$ cat src/rtl/qerv_pc_seq.sv
`default_nettype none
// ============================================================================
// Module   : qerv_pc_seq
// Purpose  : Instruction sequencer for a bit/nibble-serial RISC-V core.
//            Fetches one instruction at a time, then runs one or two serial
//            passes of N cycles (W bits per cycle) over the datapath, and
//            decodes the running slice position for the execution units.
// Revision : 1.0  initial release
// ============================================================================
module qerv_pc_seq #(
    parameter int W = 4,        // datapath bits per cycle (1 or 4)
    parameter int N = 32 / W    // cycles per serial pass, derived from W
) (
    input  logic clk,
    input  logic i_rst,
    output logic o_ibus_cyc,
    input  logic i_ibus_ack,
    input  logic i_two_stage,
    output logic o_cnt_en,
    output logic o_pc_en,
    output logic o_cnt0,
    output logic o_cnt03,
    output logic o_cnt12to31,
    output logic o_cnt_done,
    output logic o_stage2
);

    localparam int CW = (N > 1) ? $clog2(N) : 1;
    localparam logic [CW-1:0] C_LAST = CW'(N - 1);

    typedef enum logic [2:0] {
        S_IDLE   = 3'd0,
        S_FETCH  = 3'd1,
        S_DECODE = 3'd2,
        S_RUN1   = 3'd3,
        S_RUN2   = 3'd4
    } state_t;

    state_t          state_q;
    logic [CW-1:0]   cnt_q;
    logic            two_q;

    logic            w_run;
    logic            w_last;
    logic [6:0]      w_idx;

    // Sequencer: one instruction in flight, RUN2 always returns straight to FETCH.
    always_ff @(posedge clk) begin
        if (i_rst) begin
            state_q <= S_IDLE;
            cnt_q   <= '0;
            two_q   <= 1'b0;
        end else begin
            case (state_q)
                S_IDLE: begin
                    state_q <= S_FETCH;
                end
                S_FETCH: begin
                    if (i_ibus_ack) begin
                        state_q <= S_DECODE;
                    end
                end
                S_DECODE: begin
                    // The two-stage flag is captured here and held for the
                    // whole instruction, regardless of later input changes.
                    two_q   <= i_two_stage;
                    cnt_q   <= '0;
                    state_q <= i_two_stage ? S_RUN1 : S_RUN2;
                end
                S_RUN1: begin
                    if (w_last) begin
                        cnt_q   <= '0;
                        state_q <= S_RUN2;
                    end else begin
                        cnt_q   <= cnt_q + 1'b1;
                    end
                end
                S_RUN2: begin
                    if (w_last) begin
                        cnt_q   <= '0;
                        state_q <= S_FETCH;
                    end else begin
                        cnt_q   <= cnt_q + 1'b1;
                    end
                end
                default: begin
                    state_q <= S_IDLE;
                    cnt_q   <= '0;
                end
            endcase
        end
    end

    assign w_run  = (state_q == S_RUN1) || (state_q == S_RUN2);
    assign w_last = (cnt_q == C_LAST);

    // Lowest bit index covered by the current slice.
    assign w_idx  = 7'(cnt_q) * 7'(W);

    // All outputs are pure decodes of the state/counter flops.
    assign o_ibus_cyc  = (state_q == S_FETCH);
    assign o_cnt_en    = w_run;
    assign o_pc_en     = (state_q == S_RUN2);
    assign o_cnt0      = w_run && (cnt_q == '0);
    assign o_cnt03     = w_run && (w_idx < 7'd4);
    assign o_cnt12to31 = w_run && (w_idx >= 7'd12);
    assign o_cnt_done  = w_run && w_last;
    assign o_stage2    = (state_q == S_RUN2) && two_q;

endmodule
`default_nettype wire
$ cat config.mk
export PLATFORM = sky130hd
export DESIGN_NAME = qerv_pc_seq
export DESIGN_NICKNAME = d
export VERILOG_FILES = /design/src/rtl/qerv_pc_seq.sv
export SDC_FILE = /design/constraint.sdc
export NUM_CORES = 1
export LEC_CHECK = 0
export ABC_CLOCK_PERIOD_IN_PS = 1890
export CAP_MARGIN = 20
export CORE_AREA = 3 3 40 42
export DETAILED_ROUTE_END_ITERATION = 8
export DIE_AREA = 0 0 43 45
export PLACE_DENSITY_LB_ADDON = 0.2
export RECOVER_POWER = 100
export SKIP_CTS_REPAIR_TIMING = 1
export SLEW_MARGIN = 40
export SYNTH_ARGS = -nofsm -noshare
export SYNTH_HDL_FRONTEND = slang
export SYNTH_SLANG_ARGS = --single-unit
$ cat constraint.sdc
create_clock -name clk -period 1.89 [get_ports clk]
set_input_delay 0.189 -clock clk [delete_from_list [all_inputs] [get_ports clk]]
set_output_delay 0.189 -clock clk [all_outputs]
set_load 0.01 [all_outputs]
* After elaboration in Yosys (flattened, before gate mapping) *
Index checks and enable logic that the tools add are counted.
Widths: inputs -> output; s select.

operators by class
  reduce and logical (&&, ||, !) cells = 11
  add/subtract/negate cells = 1
  order comparisons = 2
  multiplexer cells = 7
  equal/unequal tests = 8

operator list
  operator             count
  $mux 3               5
  $pmux 3 s5           1
  $eq 3x2->1 const B   2
  $eq 3x3->1 const B   2
  $logic_not 3->1      2
  $pmux 3 s2           1
  $ge 5x4->1 const B   1
  $logic_and 1x1->1    5
  $lt 5x3->1 const B   1
  $ne 2x1->1 const B   2
  $reduce_or 2->1      2
  $add 3x1->3 const B  1
  $eq 3x1->1 const B   1
  $reduce_and 3->1     1
  $ne 2x2->1 const B   1
  $logic_or 1x1->1     1

storage, ports and cells
  input bits = 4
  flip-flop bits (word level) = 7

* Longest topological paths before layout *
  depth in word-level cells = 3
  gate-level depth with buffers = 5
  depth with buffers taken out = 5

* Least setup slack after synthesis *
No wires, ideal clock.

  path kind = reg2reg
  from = register cnt_q[0]
  to = register cnt_q[2]
  arrival time = 1484 ps
  slack = 344 ps
  required time = 1828 ps
  period minus slack after synthesis = 1546 ps
  stages on the path, launching flop included = 6
  buffers on the path = 0
  library setup time = 62 ps
  path through = dfxtp_1 -> ha_1 -> ha_1 -> or4b_1 -> o221a_2 -> nor2_2

between the ends
  longest elaborated chain between the ends = 3
  elaborated cells between the ends (all ways) = 4
  classes of those cells = add/sub (1); eq/ne (1); mux (2)

ends and longest elaborated chain
  element                                    RTL line    source
  start, declared                            40          logic [CW-1:0] cnt_q;
  start signal, assigned                     75          cnt_q <= cnt_q + 1'b1;
  start signal, assigned                     83          cnt_q <= cnt_q + 1'b1;
  $add 3x1->3 or $eq 3x3->1 (tied branches)  75, 83, 95
  $mux 3 (*)                                 71, 79
  $pmux 3 s2 (*)                             54          case (state_q)

Mark *: on every way between the ends. The rest lies on a longest branch, timed or not.
A chain may end at the register's enable or synchronous reset.

* Worst setup path in the final report *
  from = register state_q[0]
  to = output port o_ibus_cyc

between the ends
  longest elaborated chain between the ends = 1

ends and longest elaborated chain
  element                 RTL line  source
  start, declared         39        state_t state_q;
  start signal, assigned  68        state_q <= i_two_stage ? S_RUN1 : S_RUN2;
  $eq 3x1->1              101       assign o_ibus_cyc = (state_q == S_FETCH);
  end, declared           16        output logic o_ibus_cyc,

No other way between the ends.

==> metrics.md <==
| Metric | Value |
|---|---|
| Outcome | finished, final reports clean |
| Yosys reg bits | 7 |
| Routed WL | 1054 um |
| Adder-Cell Fraction of Synth Area | 9.615% |
| Mux cell area share after synthesis | 1.923% |
| Largest net degree at the start of global routing | 13 |
| Setup CP Type | reg -> out |
| Routability Congestion | 0.6760 |
| Async SR Flop Fraction | 0% |
| CP required | 1.70 ns |
| Worst hold path type | reg -> reg |
| Vias per inst | 5.256 |
| Startpoint Class | flip-flop |
| Leak | 0.2915 nW |
| R2r endpoint | cnt_q[1] |
| Placed inst area | 659.4 sq um |
| Post-synth EDFFs | 0 |
| Power share of the combinational group | 32.5% |
| First-pass GRT wire length | 1787 um |
| ANT cells | 0 |
| Mapped Cells | 59 |
| Post-DP HPWL | 770.2 um |
| Port Buf Inserts | 11 |
| Post-synthesis instance area | 520.5 sq um |
| Row cnt | 13 |
| Post-layout nets | 84 |
| Ys Warns | 0 |
| Compound-gate portion of the synthesized area | 15.63% |
| Setup violators final | 0 |
| Post-Syn Area per Cell | 8.822 sq um |
| Die H | 45 um |
| WP data arrival | 1.59 ns |
| Fin. max-slew vios | 0 |
| Worst-path fanout max | 11 |
| Post-synth top area share | 26.92% |
| Top cells by count, synth | 7 x dfxtp_1, 5 x nor2_1, 4 x ha_1, 4 x inv_1 |
| Die ar. | 1935 sq um |
| Clock Sinks | 7 |
| Area share of and/or/nand/nor cells after synthesis | 39.18% |
| Reg power frac | 38.3% |
| Congestion Overflow GR | 0 |
| Proportion of layout cells with a drive suffix above 1 | 17.33% |
| Worst VDD drop | 0.0003567 V |
| 1st-iter DRT viols | 4 |
| Post-Route Utilization | 52.78% |
| Psw | 0.1407 mW |
| Max-Slew Margin vs Limit | 79.65% |
| IO Pins | 12 |
| Drt drc | 0 |
| Area Growth Syn to Fin | 30.29% |
| CTS Buf Count | 3 |
| Crit path capture | o_ibus_cyc |
| Fmax | 561.6 MHz |
| Initial Utilization | 40.51% |
| First-pass iteration count of the detailed router | 3 |
| Slowest-stage cell, CP | clkdlybuf4s50_1 |
| Switching share of power | 30.56% |
| Int Power | 0.3198 mW |
| CTS Root Cell | clkbuf_4 |
| Final Cell Area | 678.2 sq um |
| Period utilization | 94.20% |
| Post-DRT Antenna Nets | 0 |
| Place WS | 0.1821 ns |
| Clk slew on worst S/H paths | 0.05 ns |
| Max-Cap Viols | 0 |
| Htree depth | 1 |
| Antenna violations before repair | 0 |
| Synth Flop Type | dfxtp_1 |
| FF-to-FF Start | cnt_q[0] |
| Avg WL per Cell | 11.71 um |
| Main combinational cell family by area after synthesis | simple AND/OR/NAND/NOR gates |
| Post-synth cell types | 31 |
| Crit path capture type | output port |
| Fill cell count | 127 |
| Die extent in x | 43 um |
| Synth area leaders | dfxtp_1 27%, ha_1 9.6%, nor3b_2 4.8% |
| Worst-Margin Slew | 0.3042 ns |
| Post-synthesis xor/xnor area fraction | 0% |
| RSZ-0062 raised after global routing | false |
| R2R setup slack | 0.16 ns |
| Power per cell area | 679.1 nW/um^2 |
| CTS tree | yes |
| CP Launch Point | state_q[0] |
| Worst Reg-to-Reg Cells | 6 |
| Syn nets | 67 |
| Vias in the first global route | 445 |
| Area of the core | 1285 sq um |
| Sequential area share after synthesis | 26.92% |
| Most frequent cell after synthesis | dfxtp_1 |
| Overall Global Routing Usage | 12.59% |
| Final worst setup slack | 0.1095 ns |
| Via Count | 473 |
| Final Hold Viols | 0 |
| Clock Path Buffers | 2 |
| Slowest cell delay on critical path | 0.56 ns |
| Clk_lat worst skew | 0.25 ns |
| Post-synth top area cell | dfxtp_1 |
| Minimum clock period | 1.780 ns |
| Clock skew after layout | 0.001760 ns |
| Worst-path cell chain | buf_4, nor3b_1, clkdlybuf4s50_1 |
| Clock power frac | 29.2% |
## registers in the layout, indices dropped and copies added, names as in the netlist
name	cells
cnt_q	3
state_q	3
two_q	1
## worst max-delay path: cells and delay by family, from the launching register on
kind	cells	cell delay (ns)
DFF	1	0.38
and+or+nand+nor	1	0.20
buffers and inverters	2	0.76
## metrics by stage
stage	instances	power (mW)	hold WS [ns]	TNS, ns
floorplan	59	0.2745	0.2559	0
global placement	86	0.3296	0.4684	0
detailed placement	86	0.3304	0.4890	0
CTS	90	0.4709	0.5018	-0.2097
global route	90	0.4934	0.5657	0
finish	90	0.4606	0.4946	0
## power by group through the flow
stage                     sequential (mW)  combinational, mW  clock [mW]
after floorplan                     0.176             0.0990           0
after global placement              0.178              0.151           0
after detailed placement            0.179              0.151           0
after CTS                           0.176              0.153       0.142
after global routing                0.177              0.169       0.147
final                               0.176              0.150       0.134
## metal layers
metal  share of wire [%]  track usage, %  vias up
met2                  49           20.66       10
met4                 1.0           9.036        0
met3                 3.8           2.390        2
li1                    -               -      246
met1                  46           14.77      215
met5                   0               0        -
## area by class of cell
type / instances / area, sq um / area share (%)
multi-input cells: 45 / 345.3 / 50.92
flip-flops and latches: 7 / 140.1 / 20.66
repair buffers: 15 / 132.6 / 19.56
clock buffers: 4 / 26.28 / 3.875
well taps: 15 / 18.77 / 2.768
inverters: 4 / 15.01 / 2.214
## worst min path at each step
stage                           to   from  cells past startpoint  slack, ns
final                        two_q  two_q                      2       0.49
after global routing         two_q  two_q                      2       0.57
after CTS                    two_q  two_q                      2       0.50
after detailed placement     two_q  two_q                      2       0.49
after global placement       two_q  two_q                      2       0.47
after floorplan           cnt_q[2]  i_rst                      1       0.26
## kinds of logic (layout without fill, tap and decap cells)
kind of cell / after synthesis / in the layout
flip-flops: 7 / 7
multiplexers: 1 / 1
adder cells (fa/ha/maj): 4 / 4
AND/OR/NAND/NOR: 28 / 28
AO/OA/AOI/OAI: 12 / 12
buffers and inverters: 7 / 23
## placed cells by master, fill, tap and decap left out, types with 3 or more instances in the layout
cell             synthesis  final
dfxtp_1                  7      7
nor2_1                   5      5
clkdlybuf4s50_1          0      5
inv_1                    4      4
ha_1                     4      4
o21ai_0                  3      3
nand2b_1                 3      3
clkbuf_4                 0      3
clkbuf_1                 0      3
buf_4                    2      3
(Power assumes the default switching activity.)
